===== src/rtl/key_debounce_if.sv =====
// Button conditioner signal bundle: raw pin in, debounced level, strobes and press count out.
// slave is the conditioner side, master is the side that drives the pin and consumes the results.
interface key_debounce_if;
  logic       key_in;
  logic       key_level;
  logic       press_pulse;
  logic       release_pulse;
  logic       long_pulse;
  logic [7:0] press_count;

  modport slave (
    input  key_in,
    output key_level,
    output press_pulse,
    output release_pulse,
    output long_pulse,
    output press_count
  );

  modport master (
    output key_in,
    input  key_level,
    input  press_pulse,
    input  release_pulse,
    input  long_pulse,
    input  press_count
  );
endinterface


===== src/rtl/key_debounce.sv =====
// Push-button debouncer: 2-flop sync + 4-state filter; press/release accepted DEBOUNCE_CYCLES+2 edges after the pin settles.
// No backpressure: strobes are single-cycle and unconditional, press_count wraps modulo 256.
module key_debounce #(
  parameter int unsigned DEBOUNCE_CYCLES = 1_000_000,
  parameter int unsigned LONG_CYCLES     = 50_000_000,
  parameter bit          ACTIVE_LOW      = 1'b1
) (
  input  logic           clk,
  input  logic           rst,
  key_debounce_if.slave  bus
);

  localparam logic        IDLE_LVL  = ACTIVE_LOW;
  localparam logic [31:0] DEB_LAST  = 32'(DEBOUNCE_CYCLES - 1);
  localparam logic [31:0] LONG_LAST = 32'(LONG_CYCLES - 1);
  localparam logic [31:0] LONG_SAT  = 32'(LONG_CYCLES);

  typedef enum logic [1:0] {
    IDLE,
    PRESS_CHK,
    HELD,
    RELEASE_CHK
  } state_t;

  state_t      r_state, w_state_nxt;
  logic        r_s1, r_s2;
  logic        w_act;
  logic [31:0] r_dcnt, w_dcnt_nxt;
  logic [31:0] r_hcnt, w_hcnt_nxt;
  logic        r_key_level, w_key_level_nxt;
  logic        r_press_pulse, w_press_pulse_nxt;
  logic        r_release_pulse, w_release_pulse_nxt;
  logic        r_long_pulse, w_long_pulse_nxt;
  logic [7:0]  r_press_count, w_press_count_nxt;

  // Reset loads the idle pin level so a held key is not seen as pressed until it clears the sync chain.
  always_ff @(posedge clk or negedge rst) begin
    if (!rst) begin
      r_s1 <= IDLE_LVL;
      r_s2 <= IDLE_LVL;
    end else begin
      r_s1 <= bus.key_in;
      r_s2 <= r_s1;
    end
  end

  assign w_act = r_s2 ^ ACTIVE_LOW;

  always_ff @(posedge clk or negedge rst) begin
    if (!rst) begin
      r_state         <= IDLE;
      r_dcnt          <= '0;
      r_hcnt          <= '0;
      r_key_level     <= 1'b0;
      r_press_pulse   <= 1'b0;
      r_release_pulse <= 1'b0;
      r_long_pulse    <= 1'b0;
      r_press_count   <= '0;
    end else begin
      r_state         <= w_state_nxt;
      r_dcnt          <= w_dcnt_nxt;
      r_hcnt          <= w_hcnt_nxt;
      r_key_level     <= w_key_level_nxt;
      r_press_pulse   <= w_press_pulse_nxt;
      r_release_pulse <= w_release_pulse_nxt;
      r_long_pulse    <= w_long_pulse_nxt;
      r_press_count   <= w_press_count_nxt;
    end
  end

  always_comb begin
    w_state_nxt         = r_state;
    w_dcnt_nxt          = r_dcnt;
    w_hcnt_nxt          = r_hcnt;
    w_key_level_nxt     = r_key_level;
    w_press_pulse_nxt   = 1'b0;
    w_release_pulse_nxt = 1'b0;
    w_long_pulse_nxt    = 1'b0;
    w_press_count_nxt   = r_press_count;

    case (r_state)
      IDLE: begin
        if (w_act) begin
          w_state_nxt = PRESS_CHK;
          w_dcnt_nxt  = '0;
        end
      end

      PRESS_CHK: begin
        if (!w_act) begin
          w_state_nxt = IDLE;
        end else if (r_dcnt == DEB_LAST) begin
          w_state_nxt       = HELD;
          w_key_level_nxt   = 1'b1;
          w_press_pulse_nxt = 1'b1;
          w_press_count_nxt = r_press_count + 8'd1;
          w_hcnt_nxt        = '0;
        end else begin
          w_dcnt_nxt = r_dcnt + 32'd1;
        end
      end

      HELD: begin
        if (!w_act) begin
          w_state_nxt = RELEASE_CHK;
          w_dcnt_nxt  = '0;
        end else if (r_hcnt == LONG_LAST) begin
          // Parking at LONG_CYCLES keeps long_pulse to one shot per press.
          w_long_pulse_nxt = 1'b1;
          w_hcnt_nxt       = LONG_SAT;
        end else if (r_hcnt < LONG_LAST) begin
          w_hcnt_nxt = r_hcnt + 32'd1;
        end
      end

      RELEASE_CHK: begin
        if (w_act) begin
          w_state_nxt = HELD;
        end else if (r_dcnt == DEB_LAST) begin
          w_state_nxt         = IDLE;
          w_key_level_nxt     = 1'b0;
          w_release_pulse_nxt = 1'b1;
        end else begin
          w_dcnt_nxt = r_dcnt + 32'd1;
        end
      end

      default: begin
        w_state_nxt = IDLE;
      end
    endcase
  end

  assign bus.key_level     = r_key_level;
  assign bus.press_pulse   = r_press_pulse;
  assign bus.release_pulse = r_release_pulse;
  assign bus.long_pulse    = r_long_pulse;
  assign bus.press_count   = r_press_count;

endmodule


===== src/flat_wrapper.sv =====
// flat-port wrapper written by rule: the top's interface ports become plain ports
module key_debounce_flat 
#(
  parameter int unsigned DEBOUNCE_CYCLES = 1_000_000,
  parameter int unsigned LONG_CYCLES     = 50_000_000,
  parameter bit          ACTIVE_LOW      = 1'b1
)
  (clk, rst, bus_key_in, bus_key_level, bus_press_pulse, bus_release_pulse, bus_long_pulse, bus_press_count);
  key_debounce_if bus_i ();
  input  logic clk;
  input  logic rst;
  input wire logic [$bits(bus_i.key_in)-1:0] bus_key_in;
  output wire logic [$bits(bus_i.key_level)-1:0] bus_key_level;
  output wire logic [$bits(bus_i.press_pulse)-1:0] bus_press_pulse;
  output wire logic [$bits(bus_i.release_pulse)-1:0] bus_release_pulse;
  output wire logic [$bits(bus_i.long_pulse)-1:0] bus_long_pulse;
  output wire logic [$bits(bus_i.press_count)-1:0] bus_press_count;
  assign bus_i.key_in = bus_key_in;
  assign bus_key_level = bus_i.key_level;
  assign bus_press_pulse = bus_i.press_pulse;
  assign bus_release_pulse = bus_i.release_pulse;
  assign bus_long_pulse = bus_i.long_pulse;
  assign bus_press_count = bus_i.press_count;
  key_debounce #(.DEBOUNCE_CYCLES(DEBOUNCE_CYCLES), .LONG_CYCLES(LONG_CYCLES), .ACTIVE_LOW(ACTIVE_LOW)) u_core (.clk(clk), .rst(rst), .bus(bus_i));
endmodule

===== config.mk =====
export PLATFORM = sky130hd
export DESIGN_NAME = key_debounce_flat
export DESIGN_NICKNAME = d
export VERILOG_FILES = /design/src/rtl/key_debounce_if.sv /design/src/rtl/key_debounce.sv /design/src/flat_wrapper.sv
export SDC_FILE = /design/constraint.sdc
export NUM_CORES = 1
export LEC_CHECK = 0
export CAP_MARGIN = 25
export CORE_MARGIN = 5
export CORE_UTILIZATION = 54
export DETAILED_ROUTE_END_ITERATION = 8
export HOLD_SLACK_MARGIN = 0.15
export PLACE_DENSITY_LB_ADDON = 0.15
export SYNTH_ARGS = -nofsm -noshare
export SYNTH_HDL_FRONTEND = slang
export SYNTH_SLANG_ARGS = --single-unit

===== constraint.sdc =====
create_clock -name clk -period 2.17 [get_ports clk]
set_input_delay 0.3255 -clock clk [delete_from_list [all_inputs] [get_ports clk]]
set_output_delay 0.3255 -clock clk [all_outputs]
set_load 0.01 [all_outputs]

==> summary.txt, run 1 <==
Floorplan
  • I/O Pins: 15
  • Die height: 100 um
  • Initial Utilization: 0.546
  • Die width: 100 um
  • Core area: 8090 um^2
  • Die area: between 10000 and 15000 um^2
  • Site row count: 33

STA
  • Setup TNS: -2.40 ns
  • Final setup fails: 45
  • Max Freq: 0.436 GHz
  • Fin crit share: 1.06
  • Worst Tran Pin Value: 0.531 ns
  • Minimum period implied by the final worst setup slack: 2.29 ns
  • Max-Slew Margin vs Limit: 0.646
  • Unrepaired setup endpoints after global routing: true
  • Worst Skew: 0.0136 ns
  • Hold slack final: ~0.35 ns
  • Final WS setup: -0.122 ns
  • Final hold vios: 0
  • Final Max Tran Viols: 0

Placed design
  • Hpwl dp: 7640 um
  • I/O Buffers: 14
  • Final GP Congestion: 0.820

Route
  • Final WL: 12300 um
  • DRC viols: 0
  • Post-DR vias/cell: 5.98
  • Iteration-0 DRC Markers: 204
  • Vias: between 4000 and 5000
  • Routed WL per cell: 17.5 um
  • Antenna-violating nets left: 0
  • Drt pass-1 iters: 5

Clock tree
  • CTS Buf Count: 9
  • Worst-path clk slew: 0.09 ns
  • H-tree Lvls: 3
  • Root Buffer: clkbuf_8
  • CTS tree: built
  • Clock sinks: 80
  • Longest Clk Path Bufs: 2
  • Clock Latency Late Sink: 0.37 ns

Pwr
  • Worst IR Drop VDD: 0.673 mV
  • Final Total Pwr: 5.43 mW
  • Leak pwr: about 2.6 nW
  • Pwr/cell area: approximately 900 nW/um^2

Synthesis
  • YS warnings: 0
  • Sequential fraction of the synthesis area: 0.453
  • Post-synthesis cell type count: 59
  • Mapped Nets: between 400 and 500
  • Synth async-reset ratio: 1.00
  • Synthesized cell area: 4420 um^2
  • Synth Area per Inst: between 9 and 10 um^2
  • Post-synth EDFFs: 0
  • Top_reg_cell synth: dfrtp_1
  • Post-synthesis register bit count: 80
  • Synth Instances: 474

Setup path
  • Critical Path RT: 2.43 ns
  • Worst EP arrival: roughly 2.6 ns
  • Cells on worst reg2reg path: 9
  • Worst reg2reg endpoint: u_core.r_hcnt[10]
  • Top fanout value on the critical path: 8
  • Critical R2R Launch: u_core.r_state[0]
  • Crit start category: register
  • WS Path Type: register to register
  • Crit. End Element: register
  • Worst reg-to-reg setup slack: -0.12 ns

Finish
  • ANT cells: 0
  • Nets: 601
  • Area Growth Syn to Fin: 37.7%
  • Fraction of layout cells with a size suffix above 1: 0.336

Global route
  • Vias in the first global route: roughly 4100
  • Initial antenna violation count: 0
  • Largest net degree at the start of global routing: 43
  • Gr usage total: 0.246
  • First-pass GRT wire length: 19800 um
  • Grt total ovfl: 0

Hold path
  • Hold path cells: 1
  • Sink of the worst hold path: u_core.r_s1
  • Worst hold path type: input pin to register
  • Min-delay src: bus_key_in

Flow run
  • Max-capacitance violation count: 0

Outcome
  • Failing checks: negative setup slack
  • Status: finished with violations
[synth_stat cells (all sizes together), types with 2 or more instances]
cell type   n  share of area
o41ai       2         0.0082
nor2b       6         0.0085
ha          7          0.020
o31ai      13          0.022
dfrtp      78           0.44
buf         7          0.012
and2        6         0.0085
o211ai      5         0.0085
o21ai      30          0.035
nor3       16          0.023
a31oi       3         0.0042
and4        3         0.0059
and3       12          0.017
a211oi      5         0.0085
xnor2      18          0.036
xor2        2         0.0040
nand4b      2         0.0040
dfstp       2          0.012
a21o        2         0.0037
a2111oi     3         0.0074
nand3b      6          0.010
or4         7          0.012
inv        13          0.011
nor4b       4          0.014
nand2      55          0.047
a21oi      29          0.033
nor4        8          0.018
clkbuf     14          0.012
o221ai      6          0.012
nand3      27          0.031
nand4      18          0.029
nor2       35          0.030
or3        12          0.017
nand2b      5         0.0071
[how the worst max path moves through the flow]
stage                     slack (ns)              start                         to  cells after the start
after global routing           -0.22  u_core.r_dcnt[21]  u_core.bus.press_count[4]                      7
after CTS                      -0.04  u_core.r_dcnt[24]  u_core.bus.press_count[3]                      7
after detailed placement       -0.20  u_core.r_dcnt[24]                   register                      7
final                          -0.12  u_core.r_state[0]          u_core.r_hcnt[10]                      9
after global placement         -0.13  u_core.r_dcnt[24]                   register                      7
after floorplan                -0.02   u_core.r_dcnt[0]  u_core.bus.press_count[1]                      6
[sequential cells by signal (all words and copies together), names as in the netlist, named ones only]
name                      flops
u_core.bus.press_count        8
u_core.r_dcnt                32
u_core.bus.release_pulse      1
u_core.bus.key_level          1
u_core.bus.press_pulse        1
u_core.r_hcnt                32
u_core.r_s2                   1
u_core.r_state                1
u_core.bus.long_pulse         1
u_core.r_s1                   1
[area by class of cell]
cell class / count / area, um^2
Clock buffer: 11 / 151
Timing Repair Buffer: 127 / 1080
Fill cell: 540 / 2000
Inverter: 13 / 48.8
Tap cell: 105 / 131
Multi-Input combinational cell: 360 / 2610
Sequential cell: 80 / 2000
Clock inverter: 5 / 62.6
[cells by family (layout without fill, tap and decap cells)]
logic type / count (synthesis) / after routing / share of synthesized area
buffers and inverters: 34 / 156 / 0.0354
xor gates and xnor gates: 20 / 20 / 0.0396
AOI/OAI and AO/OA: 106 / 106 / 0.159
adders and majority gates: 7 / 7 / 0.0198
muxes: 2 / 2 / 0.00481
DFF: 80 / 80 / 0.453
and+or+nand+nor: 225 / 225 / 0.288
[metal layers]
layer / global-route usage / up-vias / wire length [um]
met4: 0.0870 / 0 / 232
met2: 0.432 / 106 / 6470
li1: - / 1984 / -
met3: 0.0381 / 27 / 437
met5: 0 / - / 0
met1: 0.306 / 2077 / 5130
[repair_timing]
item,in CTS,in global routing
hold endpoints to repair,38,0
gates resized for setup,42,51
hold buffers,1,0
setup endpoints to repair,44,70
gates cloned,2,2
pin swaps,18,23
setup buffers,9,10
[through the flow]
| stage | area, um^2 | cells | setup slack [ns] | utilization |
|---|---|---|---|---|
| after global placement | 5320 | 662 | -0.131 | 0.657 |
| after CTS | 5800 | 689 | -0.0354 | 0.717 |
| final | 6090 | 701 | -0.122 | 0.752 |
| after global routing | 6090 | 701 | -0.220 | 0.752 |
| after detailed placement | 5320 | 662 | -0.196 | 0.657 |
| after floorplan | 4430 | 474 | -0.0165 | - |
[critical path, cell delays in order (launching register included)]
cell       delay (ns)
dfrtp_1          0.43
inv_2            0.08
ha_1             0.30
nand3b_1         0.10
a2111oi_2        0.35
buf_4            0.19
o22a_1           0.20
nand3_4          0.14
buf_8            0.19
o31ai_2          0.21
[layout by cell type, fill, tap and decap left out, types with 4 or more instances in the layout]
cell / netlist / final
o31ai_2: 0 / 5
buf_4: 0 / 92
inv_1: 13 / 11
nor4_1: 6 / 4
ha_1: 7 / 4
nand2_2: 0 / 4
nand2_1: 55 / 51
buf_6: 3 / 14
or3_4: 0 / 4
or4_4: 0 / 5
o21ai_0: 22 / 14
nor2b_1: 6 / 6
nor2_1: 35 / 33
clkdlybuf4s50_1: 0 / 13
o31ai_1: 13 / 6
nand3b_1: 6 / 6
o221ai_1: 6 / 6
nand3_1: 27 / 25
or3_1: 12 / 8
xnor2_1: 18 / 17
a211oi_1: 5 / 4
and3_1: 12 / 12
dfrtp_1: 78 / 78
nor3_4: 2 / 4
and2_1: 6 / 6
nand2b_1: 5 / 4
o21ai_1: 7 / 14
a21oi_2: 0 / 8
nand4_1: 17 / 17
clkbuf_8: 0 / 11
a21oi_1: 29 / 21
nor3_1: 14 / 11
o211ai_1: 5 / 5
[power breakdown]
part           internal, mW  switching (mW)  leakage, nW
combinational          1.09            1.53         1.39
clock                 0.603           0.598        0.103
sequential             1.54          0.0565         1.10
Power figures use the tool's default switching activity.
==> inputs of run 2 (changes only) <==
--- a/config.mk
+++ b/config.mk
@@ -9,6 +9,7 @@
 export CORE_MARGIN = 5
 export CORE_UTILIZATION = 54
 export DETAILED_ROUTE_END_ITERATION = 8
+export GPL_ROUTABILITY_DRIVEN = 0
 export HOLD_SLACK_MARGIN = 0.15
 export PLACE_DENSITY_LB_ADDON = 0.15
 export SYNTH_ARGS = -nofsm -noshare
==> results of run 2 <==
The final DEF is identical to that of run 1; final timing and power are the same.
==> inputs of run 3 (changes only) <==
--- a/config.mk
+++ b/config.mk
@@ -5,6 +5,7 @@
 export SDC_FILE = /design/constraint.sdc
 export NUM_CORES = 1
 export LEC_CHECK = 0
+export ABC_CLOCK_PERIOD_IN_PS = 2170
 export CAP_MARGIN = 25
 export CORE_MARGIN = 5
 export CORE_UTILIZATION = 54
==> results of run 3 <==
The final DEF is identical to that of run 1; final timing and power are the same.
